File: config.mk
export PLATFORM = sky130hd
export DESIGN_NAME = fifo_read_scheduler
export DESIGN_NICKNAME = d
export VERILOG_FILES = /design/src/rtl/fifo_read_scheduler.sv
export SDC_FILE = /design/constraint.sdc
export NUM_CORES = 1
export LEC_CHECK = 0
export CORE_MARGIN = 2
export CORE_UTILIZATION = 46
export DETAILED_ROUTE_END_ITERATION = 12
export PLACE_DENSITY = 0.85
export SYNTH_ARGS = -nofsm -noshare
export SYNTH_HDL_FRONTEND = slang
export SYNTH_SLANG_ARGS = --single-unit
File: constraint.sdc
create_clock -name clk_200MHz -period 2.4 [get_ports clk_200MHz]
set_input_delay 0.24 -clock clk_200MHz [delete_from_list [all_inputs] [get_ports clk_200MHz]]
set_output_delay 0.24 -clock clk_200MHz [all_outputs]
set_load 0.01 [all_outputs]
File: src/rtl/fifo_read_scheduler.sv
// fifo_read_scheduler: paces reads from pixel FIFO A then FIFO B into one RGB stream per line.
// Optional macro FIFO_EMPTY_GUARD_EN stalls a read slot while its FIFO is empty instead of flagging underrun.
module fifo_read_scheduler #(
    parameter int PACE_CYCLES = 6000,
    parameter int SEG_A_LEN   = 78,
    parameter int SEG_B_LEN   = 45
) (
    input  logic        clk_200MHz,
    input  logic        reset,
    input  logic        line_start,
    input  logic        frame_sync,
    input  logic        empty_a,
    input  logic        empty_b,
    input  logic [23:0] data_a,
    input  logic [23:0] data_b,
    output logic        rd_en_a,
    output logic        rd_en_b,
    output logic [23:0] rgb_data,
    output logic        rgb_valid,
    output logic        busy,
    output logic        line_done,
    output logic        overrun_err,
    output logic        underrun_err
);

    typedef enum logic [1:0] {
        IDLE  = 2'd0,
        SEG_A = 2'd1,
        SEG_B = 2'd2,
        DONE  = 2'd3
    } state_t;

    localparam logic [15:0] PACE_LAST  = 16'(PACE_CYCLES - 1);
    localparam logic [7:0]  SEG_A_LAST = 8'(SEG_A_LEN - 1);
    localparam logic [7:0]  SEG_B_LAST = 8'(SEG_B_LEN - 1);

    state_t      state_r;
    logic [15:0] pace_cnt_r;
    logic [7:0]  word_cnt_r;
    logic [23:0] rgb_data_r;
    logic        rgb_valid_r;
    logic        overrun_err_r;
    logic        underrun_err_r;

    logic        in_seg_s;
    logic        target_empty_s;
    logic        seg_last_s;
    logic        slot_s;
    logic        slot_ready_s;
    logic        issue_s;
    logic        rd_en_a_s;
    logic        rd_en_b_s;
    logic        line_done_s;

    // Strobes must react to frame_sync/empty in the slot cycle itself, so they are decoded from registered state
    always_comb begin
        in_seg_s       = 1'b0;
        target_empty_s = 1'b0;
        seg_last_s     = 1'b0;
        case (state_r)
            SEG_A: begin
                in_seg_s       = 1'b1;
                target_empty_s = empty_a;
                seg_last_s     = (word_cnt_r == SEG_A_LAST);
            end
            SEG_B: begin
                in_seg_s       = 1'b1;
                target_empty_s = empty_b;
                seg_last_s     = (word_cnt_r == SEG_B_LAST);
            end
            default: begin
                in_seg_s       = 1'b0;
                target_empty_s = 1'b0;
                seg_last_s     = 1'b0;
            end
        endcase
        slot_s = in_seg_s && (pace_cnt_r == PACE_LAST);
`ifdef FIFO_EMPTY_GUARD_EN
        slot_ready_s = slot_s && !target_empty_s;
`else
        slot_ready_s = slot_s;
`endif
        issue_s     = slot_ready_s && !frame_sync && !reset;
        rd_en_a_s   = issue_s && (state_r == SEG_A);
        rd_en_b_s   = issue_s && (state_r == SEG_B);
        line_done_s = (state_r == DONE) && !frame_sync && !reset;
    end

    // Line sequencer, pace/word counters, pixel output register and sticky error flags
    always_ff @(posedge clk_200MHz) begin
        if (reset) begin
            state_r        <= IDLE;
            pace_cnt_r     <= 16'd0;
            word_cnt_r     <= 8'd0;
            rgb_data_r     <= 24'd0;
            rgb_valid_r    <= 1'b0;
            overrun_err_r  <= 1'b0;
            underrun_err_r <= 1'b0;
        end else begin
            if (line_start && (state_r != IDLE)) begin
                overrun_err_r <= 1'b1;
            end else begin
                overrun_err_r <= overrun_err_r;
            end
`ifndef FIFO_EMPTY_GUARD_EN
            if (issue_s && target_empty_s) begin
                underrun_err_r <= 1'b1;
            end else begin
                underrun_err_r <= underrun_err_r;
            end
`endif
            // A read issued just before an abort still delivers its word
            rgb_valid_r <= rd_en_a_s || rd_en_b_s;
            if (rd_en_a_s) begin
                rgb_data_r <= data_a;
            end else if (rd_en_b_s) begin
                rgb_data_r <= data_b;
            end else begin
                rgb_data_r <= rgb_data_r;
            end

            if (frame_sync) begin
                state_r    <= IDLE;
                pace_cnt_r <= 16'd0;
                word_cnt_r <= 8'd0;
            end else begin
                case (state_r)
                    IDLE: begin
                        if (line_start) begin
                            state_r    <= SEG_A;
                            pace_cnt_r <= 16'd0;
                            word_cnt_r <= 8'd0;
                        end else begin
                            state_r <= IDLE;
                        end
                    end
                    SEG_A, SEG_B: begin
                        if (issue_s) begin
                            pace_cnt_r <= 16'd0;
                            if (seg_last_s) begin
                                word_cnt_r <= 8'd0;
                                state_r    <= (state_r == SEG_A) ? SEG_B : DONE;
                            end else begin
                                word_cnt_r <= word_cnt_r + 8'd1;
                            end
                        end else if (!slot_s) begin
                            pace_cnt_r <= pace_cnt_r + 16'd1;
                        end else begin
                            // stalled slot: hold counters until the target FIFO has data
                            pace_cnt_r <= pace_cnt_r;
                        end
                    end
                    DONE: begin
                        state_r <= IDLE;
                    end
                    default: begin
                        state_r <= IDLE;
                    end
                endcase
            end
        end
    end

    assign rd_en_a      = rd_en_a_s;
    assign rd_en_b      = rd_en_b_s;
    assign rgb_data     = rgb_data_r;
    assign rgb_valid    = rgb_valid_r;
    assign busy         = in_seg_s;
    assign line_done    = line_done_s;
    assign overrun_err  = overrun_err_r;
    assign underrun_err = underrun_err_r;

endmodule


==> impl_metrics.ini, run 1 <==
[clocking]
clockBufferDepth = 2
hold_buffers = 0
clock_latency_ps = 310
clock_tree.root_cell = clkbuf_8
cts.sink_count = 53
cts_buffers = 5
clkTransAtPathRegs_ps = 90
htreeDepth = 2
cts_tree = done

[cells_and_area]
final_cell_mix = 82 x clkdlybuf4s50_1, 52 x dfxtp_1, 30 x nor2_1, 30 x a21oi_1
layout_commonest_cell = clkdlybuf4s50_1
seq_area_um2 = 1060
fin_area_um2 = 3750
num_antenna_cells = 0
final_util = 0.677
fin_nets = 465
multiInputGateArea_um2 = 1510
n_fill_cell = 457
syn_to_final_growth_pct = 41.0
layout-drive-gt1-share = 0.0914

[floorplanning]
ios = 85
core_um2 = 5540
core.rowCount = 27
initial_utilization = 0.480
fp.dieArea_um2 = 6400
die_w_um = 80.0
die_y_um = 80.0

[timing]
min_period_over_period = 0.954
setup_viol = 0
setup_tns_ps = 0
worst_slew_pin_slew_ps = 499
min_period_ps = 2290
rsz0062_at_grt = false
slew_headroom = 0.667
hold_violations = 0
hold_ws_ps = 467
fmax_mhz = 437
slew_violations = 0
fin_skew_ps = 11.3

[synth]
synth_nets = 375
synth_top_family_by_area = compound AO/OA/AOI/OAI gates
netlist_area_um2 = 2660
yosysWarnings = 0
synth-adder-area-share = 0.0329
synthArstFlopShare = 0
yosysUniqueCellTypes = 47
avgSynthCellArea_um2 = 8.47
syn_inst = 314
ys.flop_type = dfxtp_1
yosysSeqAreaShare = 0.399
yosys.area_share.xor_xnor = 0.0461
ys_ff_latch = 53
synth_compound_area_frac = 0.249
synth_edf_count = 0
synth-simple-area-share = 0.229
synthMuxAreaShare = 0.00376

[placement]
dp_hpwl_mm = 5.53
place_area_um2 = 3650
io_buffers = 84
gp_congestion = 0.919

[global_route]
grt_pass1_vias = 2441
grt_overflow = 0
grt_pass1_wl_mm = 11.4
grt.total_usage = 0.224
grt_max_degree = 27
antenna_found_initial = 0

[route]
final_antenna_net_count = 0
wl_per_cell_um = 15.2
via_per_inst = 5.68
drt_pass1_iterations = 4
drc = 0
drt_iter0_markers = 103
vias = 2710
wl_mm = 7.25

[setup_path]
critical_path.max_fanout = 5
timing.rr.start = state_r[0]
arrival_ps = 2530
required_ps = 2650
endpoint_kind = flip-flop
startpoint = state_r[0]
cp-start-kind = flip-flop
criticalPathCategory = flip-flop to flip-flop

[power]
leakage_nw = 1.30
p_per_area_nw_per_um2 = 410
irDropWorstVdd_v = 0.000264

[job]
drv_cap = 0

[worst_hold_path]
hp-class = flip-flop to flip-flop
hold_start = rgb_data[21]

[outcome]
outcome = finished clean
path summary, 6_finish.rpt:
| kind | to | slack [ps] | depth (start not counted) |
|---|---|---|---|
| worst min-delay path | rgb_data[21] | 470 | 1 |
| worst min register to register | rgb_data[21] | 470 | 1 |
| worst max register to register | word_cnt_r[7] | 110 | 7 |
| worst max-delay path | word_cnt_r[7] | 110 | 7 |
state kept, by name, summed over array words and instances, names as in the netlist:
register	flops
word_cnt_r	8
state_r	2
underrun_err	1
pace_cnt_r	16
rgb_data	24
overrun_err	1
rgb_valid	1
report_power, final:
part           switching (mW)  internal [mW]
clock                   0.276          0.203
combinational          0.0690          0.107
sequential            0.00175          0.880
total                   0.347           1.19
synthesized netlist by cell type, drive strengths merged, types with 2 or more instances:
cell type / number / area (µm²)
and3: 4 / 26.3
o21a: 24 / 180
inv: 8 / 30.0
o21ai: 4 / 20.0
and4bb: 2 / 25.0
o2111ai: 2 / 17.5
a21oi: 30 / 150
buf: 6 / 30.0
or4: 3 / 22.5
nor3b: 2 / 20.0
nor3: 11 / 60.1
xor2: 7 / 61.3
nand4: 10 / 68.8
nand3: 8 / 40.0
ha: 7 / 87.6
a311oi: 2 / 17.5
nand4bb: 3 / 33.8
dfxtp: 53 / 1060
o22ai: 24 / 150
and2: 2 / 12.5
nor2: 31 / 116
nor4: 2 / 12.5
nor2b: 3 / 18.8
nand2: 21 / 78.8
a31oi: 6 / 37.5
a211oi: 3 / 22.5
or2: 2 / 12.5
clkbuf: 11 / 41.3
xnor2: 7 / 61.3
and4: 5 / 45.0
final cells by class:
class,instances,share of cell area
clock buffer,6,0.0194
sequential,53,0.283
multi-input combinational,235,0.403
tap,72,0.0240
clock inverter,2,0.00267
timing repair buffer,100,0.259
inverter,9,0.00901
per-stage QoR:
stage | instances | setup WS (ps) | power (mW)
floorplan | 314 | 122 | 0.965
global placement | 469 | 158 | 1.07
detailed placement | 469 | 68.9 | 1.08
CTS | 477 | 120 | 1.55
global route | 477 | 12.4 | 1.61
finish | 477 | 111 | 1.54
kinds of logic (layout without fill, tap and decap cells):
logic type / count (synthesis) / in the layout
and+or+nand+nor: 111 / 111
AOI/OAI and AO/OA: 102 / 102
xor gates and xnor gates: 14 / 14
buffers and inverters: 26 / 117
DFF: 53 / 53
adders and majority gates: 7 / 7
muxes: 1 / 1
layer usage:
| layer | global-route usage | vias to the layer above | wire, µm |
|---|---|---|---|
| met3 | 0.0509 | 13 | 615 |
| met2 | 0.375 | 107 | 3400 |
| met1 | 0.279 | 1243 | 3130 |
| met4 | 0.0831 | 0 | 105 |
| li1 | - | 1347 | - |
| met5 | 0 | - | 0 |
what timing repair did:
action	CTS	global route
buffers inserted	0	0
endpoints found under the setup margin	2	28
gates resized for setup	3	4
critical path, stage by stage (launching register included):
cell and delay (ps):
dfxtp_2 380, inv_1 90, ha_1 290, and4bb_2 270, nand4_4 130, or4_1 530, or4_1 400, a21oi_1 150
No activity file was read; power rests on OpenSTA's default activity.
==> run 2: changes to the inputs <==
Settings changed: CTS_CLUSTER_SIZE set to 30, SETUP_SLACK_MARGIN set to 0.4, SKIP_LAST_GASP set to 1.
==> impl_metrics.ini, run 2 (same netlist as run 1, synthesis figures left out) <==
[outcome]
outcome = finished clean

[route]
drt_pass1_iterations = 5
vias = 2946
final_antenna_net_count = 0
wl_mm = 8.77
drc = 0
drt_iter0_markers = 169
wl_per_cell_um = 17.9
via_per_inst = 6.01

[clocking]
hold_buffers = 0
clock_tree.root_cell = clkbuf_8
cts_tree = done
htreeDepth = 2
clkTransAtPathRegs_ps = 100
cts_buffers = 5
clock_latency_ps = 310
cts.sink_count = 53
clockBufferDepth = 2

[worst_hold_path]
hp-class = flip-flop to flip-flop
hold_start = rgb_data[0]

[setup_path]
timing.rr.start = pace_cnt_r[0]
crit_chain = ha_4 -> and4_4 -> nand4_1 -> or4_1 -> or4_1 -> a21oi_1
endpoint_kind = flip-flop
slowest_stage = or4_1
required_ps = 2640
arrival_ps = 2380
cp_top_family = simple AND/OR/NAND/NOR gates
criticalPathCategory = flip-flop to flip-flop
path_buf_inv = 0
critical_path.max_fanout = 5
crit_top_cell = or4_1
crit_path_max_incr_delay_ps = 540
cp-start-kind = flip-flop
startpoint = pace_cnt_r[0]

[floorplanning]
ios = 85
core.rowCount = 27
die_y_um = 80.0
initial_utilization = 0.480
die_w_um = 80.0
fp.dieArea_um2 = 6400
core_um2 = 5540

[cells_and_area]
seq_area_um2 = 1070
n_fill_cell = 390
layout-drive-gt1-share = 0.208
largest_reg_flops = 24
layout_commonest_cell = clkdlybuf4s50_1
fin_nets = 478
num_antenna_cells = 0
final_cell_mix = 81 x clkdlybuf4s50_1, 49 x dfxtp_1, 30 x a21oi_1
syn_to_final_growth_pct = 54.9
fin_area_um2 = 4120
multiInputGateArea_um2 = 1710

[timing]
slew_headroom = 0.669
rsz0062_at_grt = true
setup_tns_ps = 0
slew_violations = 0
min_period_ps = 2130
hold_violations = 0
setup_viol = 0
worst_slew_pin_slew_ps = 492
min_period_over_period = 0.889
fin_skew_ps = 5.71
fmax_mhz = 469

[global_route]
grt_pass1_wl_mm = 12.6
grt_overflow = 0
grtUsageMet2 = 0.463
grt_pass1_vias = 2847
grt.total_usage = 0.246
antenna_found_initial = 0
grt_max_degree = 27
gr-usage-met1 = 0.267
top_usage_layer = met2
grt_util_met3 = 0.0611

[power]
irDropWorstVdd_v = 0.000289
p_per_area_nw_per_um2 = 388
leakage_nw = 1.42

[job]
drv_cap = 0

[placement]
io_buffers = 84
dp_hpwl_mm = 5.86
place_area_um2 = 3670
gp_congestion = 0.908
## run 2: cell count changes in the layout (fill, tap and decap cells not counted), moves of 3 or more
| cell | before | now |
|---|---|---|
| buf_4 | 15 | 23 |
| buf_6 | 0 | 3 |
| dfxtp_1 | 52 | 49 |
| ha_1 | 7 | 4 |
| ha_4 | 0 | 3 |
| nor2_1 | 30 | 16 |
| nor2_2 | 1 | 8 |
| nor2_4 | 0 | 7 |
## run 2: stage by stage
stage | setup WS [ps] | std cells | util | total power [mW] | hold slack (ps)
floorplan | 393 | 314 | - | 0.970 | 381
global placement | 251 | 464 | 0.662 | 1.08 | 446
CTS | 306 | 478 | 0.701 | 1.59 | 478
global route | 202 | 490 | 0.743 | 1.66 | 491
detailed placement | 197 | 464 | 0.662 | 1.08 | 454
finish | 267 | 490 | 0.743 | 1.60 | 474
## run 2: what timing repair did
action                     CTS  global route
setup buffers                6            11
pin swaps                    1            10
resized for setup           25            33
cloned                       0             1
setup endpoints to repair   49            52
## run 2: worst paths after layout
kind	endpoint	slack (ps)	cells past startpoint
worst max-delay path	word_cnt_r[7]	270	6
worst min-delay path	rgb_data[0]	470	1
worst max register to register	word_cnt_r[7]	270	6
worst min register to register	rgb_data[0]	470	1
## run 2: layout make-up
| class | count | share of cell area |
|---|---|---|
| inverter | 9 | 0.00881 |
| tap | 72 | 0.0219 |
| multi-input combinational | 235 | 0.414 |
| sequential | 53 | 0.259 |
| clock buffer | 5 | 0.0167 |
| clock inverter | 3 | 0.00517 |
| timing repair buffer | 113 | 0.273 |
## run 2: worst reg2reg max path: cells and delay by family, from the launching register on
kind,cells,cell delay [ps]
flops,1,390
compound gates,1,140
fa+ha+maj,1,170
simple gates,4,1360
## run 2: layer usage
metal  vias to the layer above  part of all wire
met5                         -                 0
met4                         0             0.024
met3                        28             0.085
met2                       149              0.51
met1                      1398              0.39
li1                       1371                 -
## run 2: where the power goes
group	internal [mW]	leakage, nW	switching [mW]	total (mW)
combinational	0.121	0.942	0.0866	0.207
sequential	0.880	0.429	0.00155	0.881
clock	0.208	0.0445	0.303	0.511
==> run 3: changes to the inputs <==
Settings changed: ABC_CLOCK_PERIOD_IN_PS set to 2400.
==> results of run 3 <==
Final layout, timing and power as in run 2 (identical DEF).
